==> src/rtl/muldiv_unit.sv <==
// muldiv_unit -- multicycle integer multiply/divide unit for the EX stage.
// MUL is radix-2 shift-add and DIV is restoring division. Both produce one bit per
// cycle. Latency is fixed: done rises WIDTH+1 cycles after the issue cycle.
// Optional feature macro: MULDIV_SIGNED_EN. When it is defined, operands are treated
// as two's complement. Magnitudes are taken at accept, and signs are applied when
// the result is written.
// Ports:
//   clk        rising-edge clock
//   rst        asynchronous active-high reset
//   start      issue request, sampled in IDLE/DONE
//   op_div     0 = MUL, 1 = DIV, sampled with start
//   flush      kill in-flight op; drops a coincident start
//   opa, opb   operands (multiplicand/dividend, multiplier/divisor)
//   busy       combinational stall request
//   done       one-cycle result-valid pulse
//   result     MUL: product low half; DIV: quotient
//   remainder  MUL: product high half; DIV: remainder
//   div_zero   DIV with zero divisor, valid with done
module muldiv_unit #(
  parameter int WIDTH = 16,
  parameter int CNT_W = 5
) (
  input  logic             clk,
  input  logic             rst,
  input  logic             start,
  input  logic             op_div,
  input  logic             flush,
  input  logic [WIDTH-1:0] opa,
  input  logic [WIDTH-1:0] opb,
  output logic             busy,
  output logic             done,
  output logic [WIDTH-1:0] result,
  output logic [WIDTH-1:0] remainder,
  output logic             div_zero
);

  typedef enum logic [1:0] {S_IDLE = 2'd0, S_RUN = 2'd1, S_DONE = 2'd2} state_t;

  localparam logic [CNT_W-1:0] LAST_CNT = CNT_W'(WIDTH - 1);

  state_t           r_state;
  logic [CNT_W-1:0] r_cnt;
  logic             r_div;
  logic [WIDTH-1:0] r_hi;   // MUL: accumulator high half; DIV: partial remainder
  logic [WIDTH-1:0] r_lo;   // MUL: multiplier/product low; DIV: dividend/quotient
  logic [WIDTH-1:0] r_b;    // multiplicand / divisor magnitude
  logic [WIDTH-1:0] r_a;    // original dividend, returned on divide by zero

  logic             w_accept;
  logic [WIDTH-1:0] w_a_mag;
  logic [WIDTH-1:0] w_b_mag;
  logic [WIDTH:0]   w_mul_sum;
  logic [WIDTH:0]   w_div_shift;
  logic [WIDTH:0]   w_div_trial;
  logic             w_div_ok;
  logic [WIDTH-1:0] w_nxt_hi;
  logic [WIDTH-1:0] w_nxt_lo;
  logic             w_bz;
  logic [WIDTH-1:0] w_fin_res;
  logic [WIDTH-1:0] w_fin_rem;

  // flush beats start, and start is ignored while an op is running
  assign w_accept = start & ~flush & (r_state != S_RUN);
  assign busy     = (r_state == S_RUN) | (start & (r_state != S_RUN));
  assign w_bz     = (r_b == '0);

`ifdef MULDIV_SIGNED_EN
  logic                 r_neg_q;  // product / quotient negated
  logic                 r_neg_r;  // remainder takes dividend sign
  logic [2*WIDTH-1:0]   w_prod;
  logic [2*WIDTH-1:0]   w_prod_s;
  logic [WIDTH-1:0]     w_q_s;
  logic [WIDTH-1:0]     w_r_s;

  assign w_a_mag = opa[WIDTH-1] ? (~opa + 1'b1) : opa;
  assign w_b_mag = opb[WIDTH-1] ? (~opb + 1'b1) : opb;
`else
  assign w_a_mag = opa;
  assign w_b_mag = opb;
`endif

  // One iteration of either algorithm
  always_comb begin
    w_mul_sum   = {1'b0, r_hi} + (r_lo[0] ? {1'b0, r_b} : {(WIDTH+1){1'b0}});
    w_div_shift = {r_hi, r_lo[WIDTH-1]};
    w_div_trial = w_div_shift - {1'b0, r_b};
    w_div_ok    = ~w_div_trial[WIDTH];
    if (r_div) begin
      // Partial remainder stays below the divisor, so WIDTH bits always hold it
      w_nxt_hi = w_div_ok ? w_div_trial[WIDTH-1:0] : w_div_shift[WIDTH-1:0];
      w_nxt_lo = {r_lo[WIDTH-2:0], w_div_ok};
    end else begin
      w_nxt_hi = w_mul_sum[WIDTH:1];
      w_nxt_lo = {w_mul_sum[0], r_lo[WIDTH-1:1]};
    end
  end

  // Final result formed from the last iteration's output
`ifdef MULDIV_SIGNED_EN
  always_comb begin
    w_prod   = {w_nxt_hi, w_nxt_lo};
    w_prod_s = r_neg_q ? (~w_prod + 1'b1) : w_prod;
    w_q_s    = r_neg_q ? (~w_nxt_lo + 1'b1) : w_nxt_lo;
    w_r_s    = r_neg_r ? (~w_nxt_hi + 1'b1) : w_nxt_hi;
    if (r_div) begin
      w_fin_res = w_bz ? {WIDTH{1'b1}} : w_q_s;
      w_fin_rem = w_bz ? r_a : w_r_s;
    end else begin
      w_fin_res = w_prod_s[WIDTH-1:0];
      w_fin_rem = w_prod_s[2*WIDTH-1:WIDTH];
    end
  end
`else
  always_comb begin
    if (r_div) begin
      w_fin_res = w_bz ? {WIDTH{1'b1}} : w_nxt_lo;
      w_fin_rem = w_bz ? r_a : w_nxt_hi;
    end else begin
      w_fin_res = w_nxt_lo;
      w_fin_rem = w_nxt_hi;
    end
  end
`endif

  // Control FSM and registered outputs
  always_ff @(posedge clk or posedge rst) begin
    if (rst) begin
      r_state   <= S_IDLE;
      r_cnt     <= '0;
      r_div     <= 1'b0;
      done      <= 1'b0;
      result    <= '0;
      remainder <= '0;
      div_zero  <= 1'b0;
    end else begin
      done <= 1'b0;
      case (r_state)
        S_RUN: begin
          if (flush) begin
            r_state <= S_IDLE;
          end else if (r_cnt == LAST_CNT) begin
            r_state   <= S_DONE;
            done      <= 1'b1;
            result    <= w_fin_res;
            remainder <= w_fin_rem;
            div_zero  <= r_div & w_bz;
          end else begin
            r_cnt <= r_cnt + 1'b1;
          end
        end
        default: begin
          // IDLE and DONE both accept a new op (DONE allows back-to-back issue)
          if (w_accept) begin
            r_state <= S_RUN;
            r_cnt   <= '0;
            r_div   <= op_div;
          end else begin
            r_state <= S_IDLE;
          end
        end
      endcase
    end
  end

  // Datapath registers: loaded at accept, iterated while running
  always_ff @(posedge clk) begin
    if (w_accept) begin
      r_hi <= '0;
      r_lo <= w_a_mag;
      r_b  <= w_b_mag;
      r_a  <= opa;
`ifdef MULDIV_SIGNED_EN
      r_neg_q <= opa[WIDTH-1] ^ opb[WIDTH-1];
      r_neg_r <= opa[WIDTH-1];
`endif
    end else if (r_state == S_RUN) begin
      r_hi <= w_nxt_hi;
      r_lo <= w_nxt_lo;
    end
  end

endmodule

==> config.mk <==
export PLATFORM = sky130hd
export DESIGN_NAME = muldiv_unit
export DESIGN_NICKNAME = d
export VERILOG_FILES = /design/src/rtl/muldiv_unit.sv
export SDC_FILE = /design/constraint.sdc
export NUM_CORES = 1
export LEC_CHECK = 0
export CAP_MARGIN = 20
export CORE_MARGIN = 2
export CORE_UTILIZATION = 25
export CTS_BUF_LIST = sky130_fd_sc_hd__clkbuf_8 sky130_fd_sc_hd__clkbuf_16
export DETAILED_ROUTE_END_ITERATION = 16
export MAX_ROUTING_LAYER = met4
export PLACE_DENSITY = 0.45
export SYNTH_ARGS = -nofsm -noshare
export SYNTH_HDL_FRONTEND = slang
export SYNTH_SLANG_ARGS = --single-unit
==> constraint.sdc <==
create_clock -name clk -period 3.6 [get_ports clk]
set_input_delay 0.72 -clock clk [delete_from_list [all_inputs] [get_ports clk]]
set_output_delay 0.72 -clock clk [all_outputs]
set_load 0.05 [all_outputs]
# Yosys cells after proc, flatten, opt, wreduce, memory -nomap -nowiden
# Cells that the tools add are included.
[word_totals]
ff_bits = 106
output_inout_bits = 35
wordCells = 54
input_bits = 37
[op_classes]
n_eq_ne = 6
n_addsub = 3
n_mux = 21
n_bitwise = 8
reduce_logical = 5
[ops]
columns = ["cell", "n"]
rows = [
  ["2-to-1 mux 16 bit", 10],
  ["2-to-1 mux 5 bit", 4],
  ["adder 16 x 16 -> 17 bit", 1],
  ["subtractor 17 x 16 -> 17 bit", 1],
  ["logical NOT 16 bit", 1],
  ["2-to-1 mux 2 bit", 3],
  ["AND reduction 3 bit", 2],
  ["adder 5 x 1 -> 5 bit (second input constant)", 1],
  ["== test 5 x 4 -> 1 bit (second input constant)", 1],
  ["bitwise AND 1 bit", 4],
  ["2-to-1 mux 1 bit", 4],
  ["inequality test 2 bit (second input constant)", 2],
  ["inequality test 3 x 2 -> 1 bit (second input constant)", 1],
  ["NOT 1 bit", 3],
  ["== test 2 x 1 -> 1 bit (second input constant)", 1],
  ["inequality test 2 x 1 -> 1 bit (second input constant)", 1],
  ["AND reduction 2 bit", 1],
  ["nonzero test 2 bit", 1],
  ["OR 1 bit", 1],
]

# Depth between registers and ports, before layout
[depth]
ltp_word = 5
depth_mapped = 12
ltp_nobuf = 11

# Worst setup path after synthesis
# No wires, ideal clock.
[synth_timing]
path_kind = "register to register"
start = "reg r_lo[0]"
end = "reg r_hi[13]"
path_buffers = 1
setup_time_ns = 0.129
t_required_ns = 3.471
path_slack_ns = 0.756
path_stages_with_launch = 13
period_less_slack_ns = 2.844
arrival_time_ns = 2.715
path_cell_list = "edfxtp_1 clkbuf_1 and2_1 ha_1 fa_1 a21oi_1 o21ai_0 o22ai_1 a211oi_1 a31oi_1 xor2_1 a2bb2oi_1 o21ai_0"
[synth_between]
elab_chain_cells = 3
[synth_rtl]
columns = ["item", "line", "source"]
rows = [
  ["from (decl)", "45", "logic [WIDTH-1:0] r_lo;"],
  ["from (signal assigned)", "169", "r_lo <= w_a_mag;"],
  ["from (signal assigned)", "178", "r_lo <= w_nxt_lo;"],
  ["2-to-1 mux 16 bit", "84", "w_mul_sum = {1'b0, r_hi} + (r_lo[0] ? {1'b0, r_b} : {(WIDTH+1){1'b0}});"],
  ["adder 16 x 16 -> 17 bit", "84", ""],
  ["2-to-1 mux 16 bit", "88", "if (r_div) begin"],
  ["to (signal assigned)", "177", "r_hi <= w_nxt_hi;"],
  ["to (decl)", "44", "logic [WIDTH-1:0] r_hi;"],
]
# Every way passes these cells.
# A chain may end at the register's enable or synchronous reset.

# Final worst setup path
# Ends and elaborated chain as after synthesis.

==> metrics.csv <==
stage;metric;value;unit
grt;number of global-route vias before repair;5379;
grt;global-route wire length before repair;30900;um
cells_and_area;Seq. cell area;2810;um^2
timing;max-slew violation count;0;
routing;WL final;19700;um
setup_path;worst-path maximum fanout;4;
synth;leading area contributor after synthesis;edfxtp_1;
place;Post-DP Area;7430;um^2
synth;Netlist cell types;63;
floorplanning;# rows;58;
timing;max frequency;0.313;GHz
clocking;Worst-path clk slew;80;ps
synth;Mapped Nets;746;
floorplanning;Die W;163;um
pwr;Leak;3.13;nW
grt;GRT overflow;0;
routing;drt first pass iters;4;
place;routability cong.;0.834;
clocking;CTS tree;yes;
timing;final setup violating endpoints;0;
cells_and_area;layout cell share with drive strength beyond 1;6.40;%
synth;cell area after synthesis;6310;um^2
timing;setup_tns;0;ps
routing;Vias;5281;
setup_path;critical path type;reg -> reg;
grt;Tot GR Track Use;15.7;%
pwr;pwr dens;644;nW/um^2
synth;Synth top area share;22.8;%
place;DP HPWL;14700;um
setup_path;WP data arrival;3420;ps
synth;FFs w/ async S/R, synth;39.6;%
floorplanning;Die Area;26500;um^2
cells_and_area;Final #Nets;818;
timing;Hold Violations, Final;0;
timing;fin crit share;88.9;%
clocking;sink count of the clock tree;106;
timing;worst rel slew slack;45.9;%
clocking;Clock Latency Late Sink;360;ps
flow_run;number of max-cap violations;0;
timing;RSZ-0062 raised after global routing;no;
cells_and_area;footprint of the multi-input gates;3260;um^2
clocking;Clock Root Buffer;clkbuf_16;
routing;wire per inst;18.2;um
pwr;worst vdd ir;0.000247;V
cells_and_area;number of fill cells;2629;
floorplanning;Top Ports;72;
setup_path;worst reg2reg path depth;11;
synth;Seq/Total Area, Yosys;44.6;%
synth;Post-synth EDFFs;48;
worst_hold_path;worst hold path class;reg -> reg;
synth;Avg Cell Area, Syn;9.38;um^2
synth;synth warn;0;
synth;top post-synthesis cells by area;edfxtp_1 (23%), dfrtp_1 (17%), ha_1 (6.7%);
setup_path;Setup crit start kind;flip-flop;
timing;min Tclk post-route;3200;ps
timing;Worst-Margin Slew;811;ps
setup_path;CP required;3820;ps
setup_path;Critical Path Sink Type;flip-flop;
synth;ys flop type;edfxtp_1;
grt;initial antenna violation count;0;
routing;routed vias/inst;4.89;
synth;top post-synthesis cells by count;nand2_1 (69), o21ai_0 (69), a21oi_1 (49), edfxtp_1 (48), nor2_1 (48);
timing;clock skew;12.3;ps
clocking;# Post-CTS Setup Buffers;0;
floorplanning;Core ar.;25000;um^2
cells_and_area;final instance area;7780;um^2
cells_and_area;Diodes inserted;0;
floorplanning;Initial Util;25.3;%
floorplanning;die height;163;um
worst_hold_path;worst hold stages;2;
synth;post-synthesis register bit count;106;
routing;drc violations;0;
clocking;CTS buffer count;9;
clocking;H-tree depth;3;
routing;Initial DRC Count;368;
clocking;Hold-fix buffers, CTS;0;
clocking;Clock Path Buffers;2;
cells_and_area;Syn-to-layout area delta;23.3;%
grt;pin count of the biggest net entering global routing;44;
run_status;status;complete, no violations;
place;PortBufs;71;
routing;Final ANT Viol Nets;0;
clocking;CTS resizes;0;
synth;Post-Syn Instances;673;
path summary, 6_finish.rpt:
kind,endpoint,slack (ps),startpoint
setup / recovery,r_hi[13],400,r_lo[0]
hold / removal,remainder[11],470,r_a[11]
setup reg to reg,r_hi[13],400,r_lo[0]
hold reg to reg,remainder[11],470,r_a[11]
max in group asynchronous,r_div,2430,rst
min in group asynchronous,r_cnt[2],650,rst
per-stage QoR:
stage	cells	setup slack [ps]	hold slack, ps	utilization [%]	power, W
after floorplan	673	756	436	-	0.00328
after global placement	1058	352	459	29.7	0.00400
after detailed placement	1058	258	464	29.7	0.00398
after CTS	1074	260	482	30.9	0.00499
after global routing	1080	151	518	31.2	0.00538
final	1080	401	475	31.2	0.00501
routing by layer:
layer / GRT usage [%] / up-vias / share of wire (%)
li1: - / 2606 / -
met1: 21.0 / 2571 / 48
met2: 24.7 / 88 / 47
met3: 2.22 / 16 / 2.9
met4: 4.51 / 0 / 1.3
met5: - / - / 0
flip-flops by register name, indices dropped and copies added, names as in the netlist, 2 cells and up:
signal,cells
result,16
r_cnt,5
r_lo,16
r_state,2
remainder,16
r_hi,16
r_a,16
r_b,16
area by class of cell:
cell class	count	share of cell area, %
Multi-Input combinational cell	505	41.9
Sequential cell	106	36.1
Timing Repair Buffer	92	11.5
Tap cell	330	5.30
Clock buffer	9	2.89
Inverter	31	1.49
Clock inverter	7	0.820
critical path: stages, from the launching register on:
cell	delay (ps)
edfxtp_1	500
and2_1	210
ha_1	210
fa_1	410
a21oi_1	220
o21ai_0	200
o22ai_1	340
a211oi_1	180
a31oi_1	270
xor2_1	230
a2bb2oi_1	190
o21ai_0	100
cell usage in the layout (no fill, tap or decap), types with 9 or more instances in the layout:
cell	netlist	routed
o21ai_0	69	69
clkbuf_16	0	9
ha_1	34	34
xnor2_1	16	16
inv_1	31	31
and2_1	20	20
clkdlybuf4s50_1	0	71
buf_4	0	19
or3_1	20	20
nand3_1	9	9
a21oi_1	49	49
o221ai_1	12	12
edfxtp_1	48	48
nor2_1	48	48
xor2_1	9	9
dfrtp_1	42	41
nand2_1	69	69
a21o_1	11	11
dfxtp_1	16	16
mux2i_1	22	22
o31ai_1	9	9
nor3_1	15	15
power breakdown:
group,leakage (nW),total (W),switching [W],internal [W]
sequential,1.10,0.00168,0.000232,0.00145
combinational,1.89,0.00234,0.00136,0.000982
clock,0.145,0.000991,0.000507,0.000484
kinds of logic after synthesis:
group | share of synthesized area [%]
and+or+nand+nor | 16.4
AOI/OAI and AO/OA | 20.8
DFF | 44.6
buffers and inverters | 3.81
adders and majority gates | 7.37
xor gates and xnor gates | 3.47
muxes | 3.67
(Power assumes the default switching activity.)
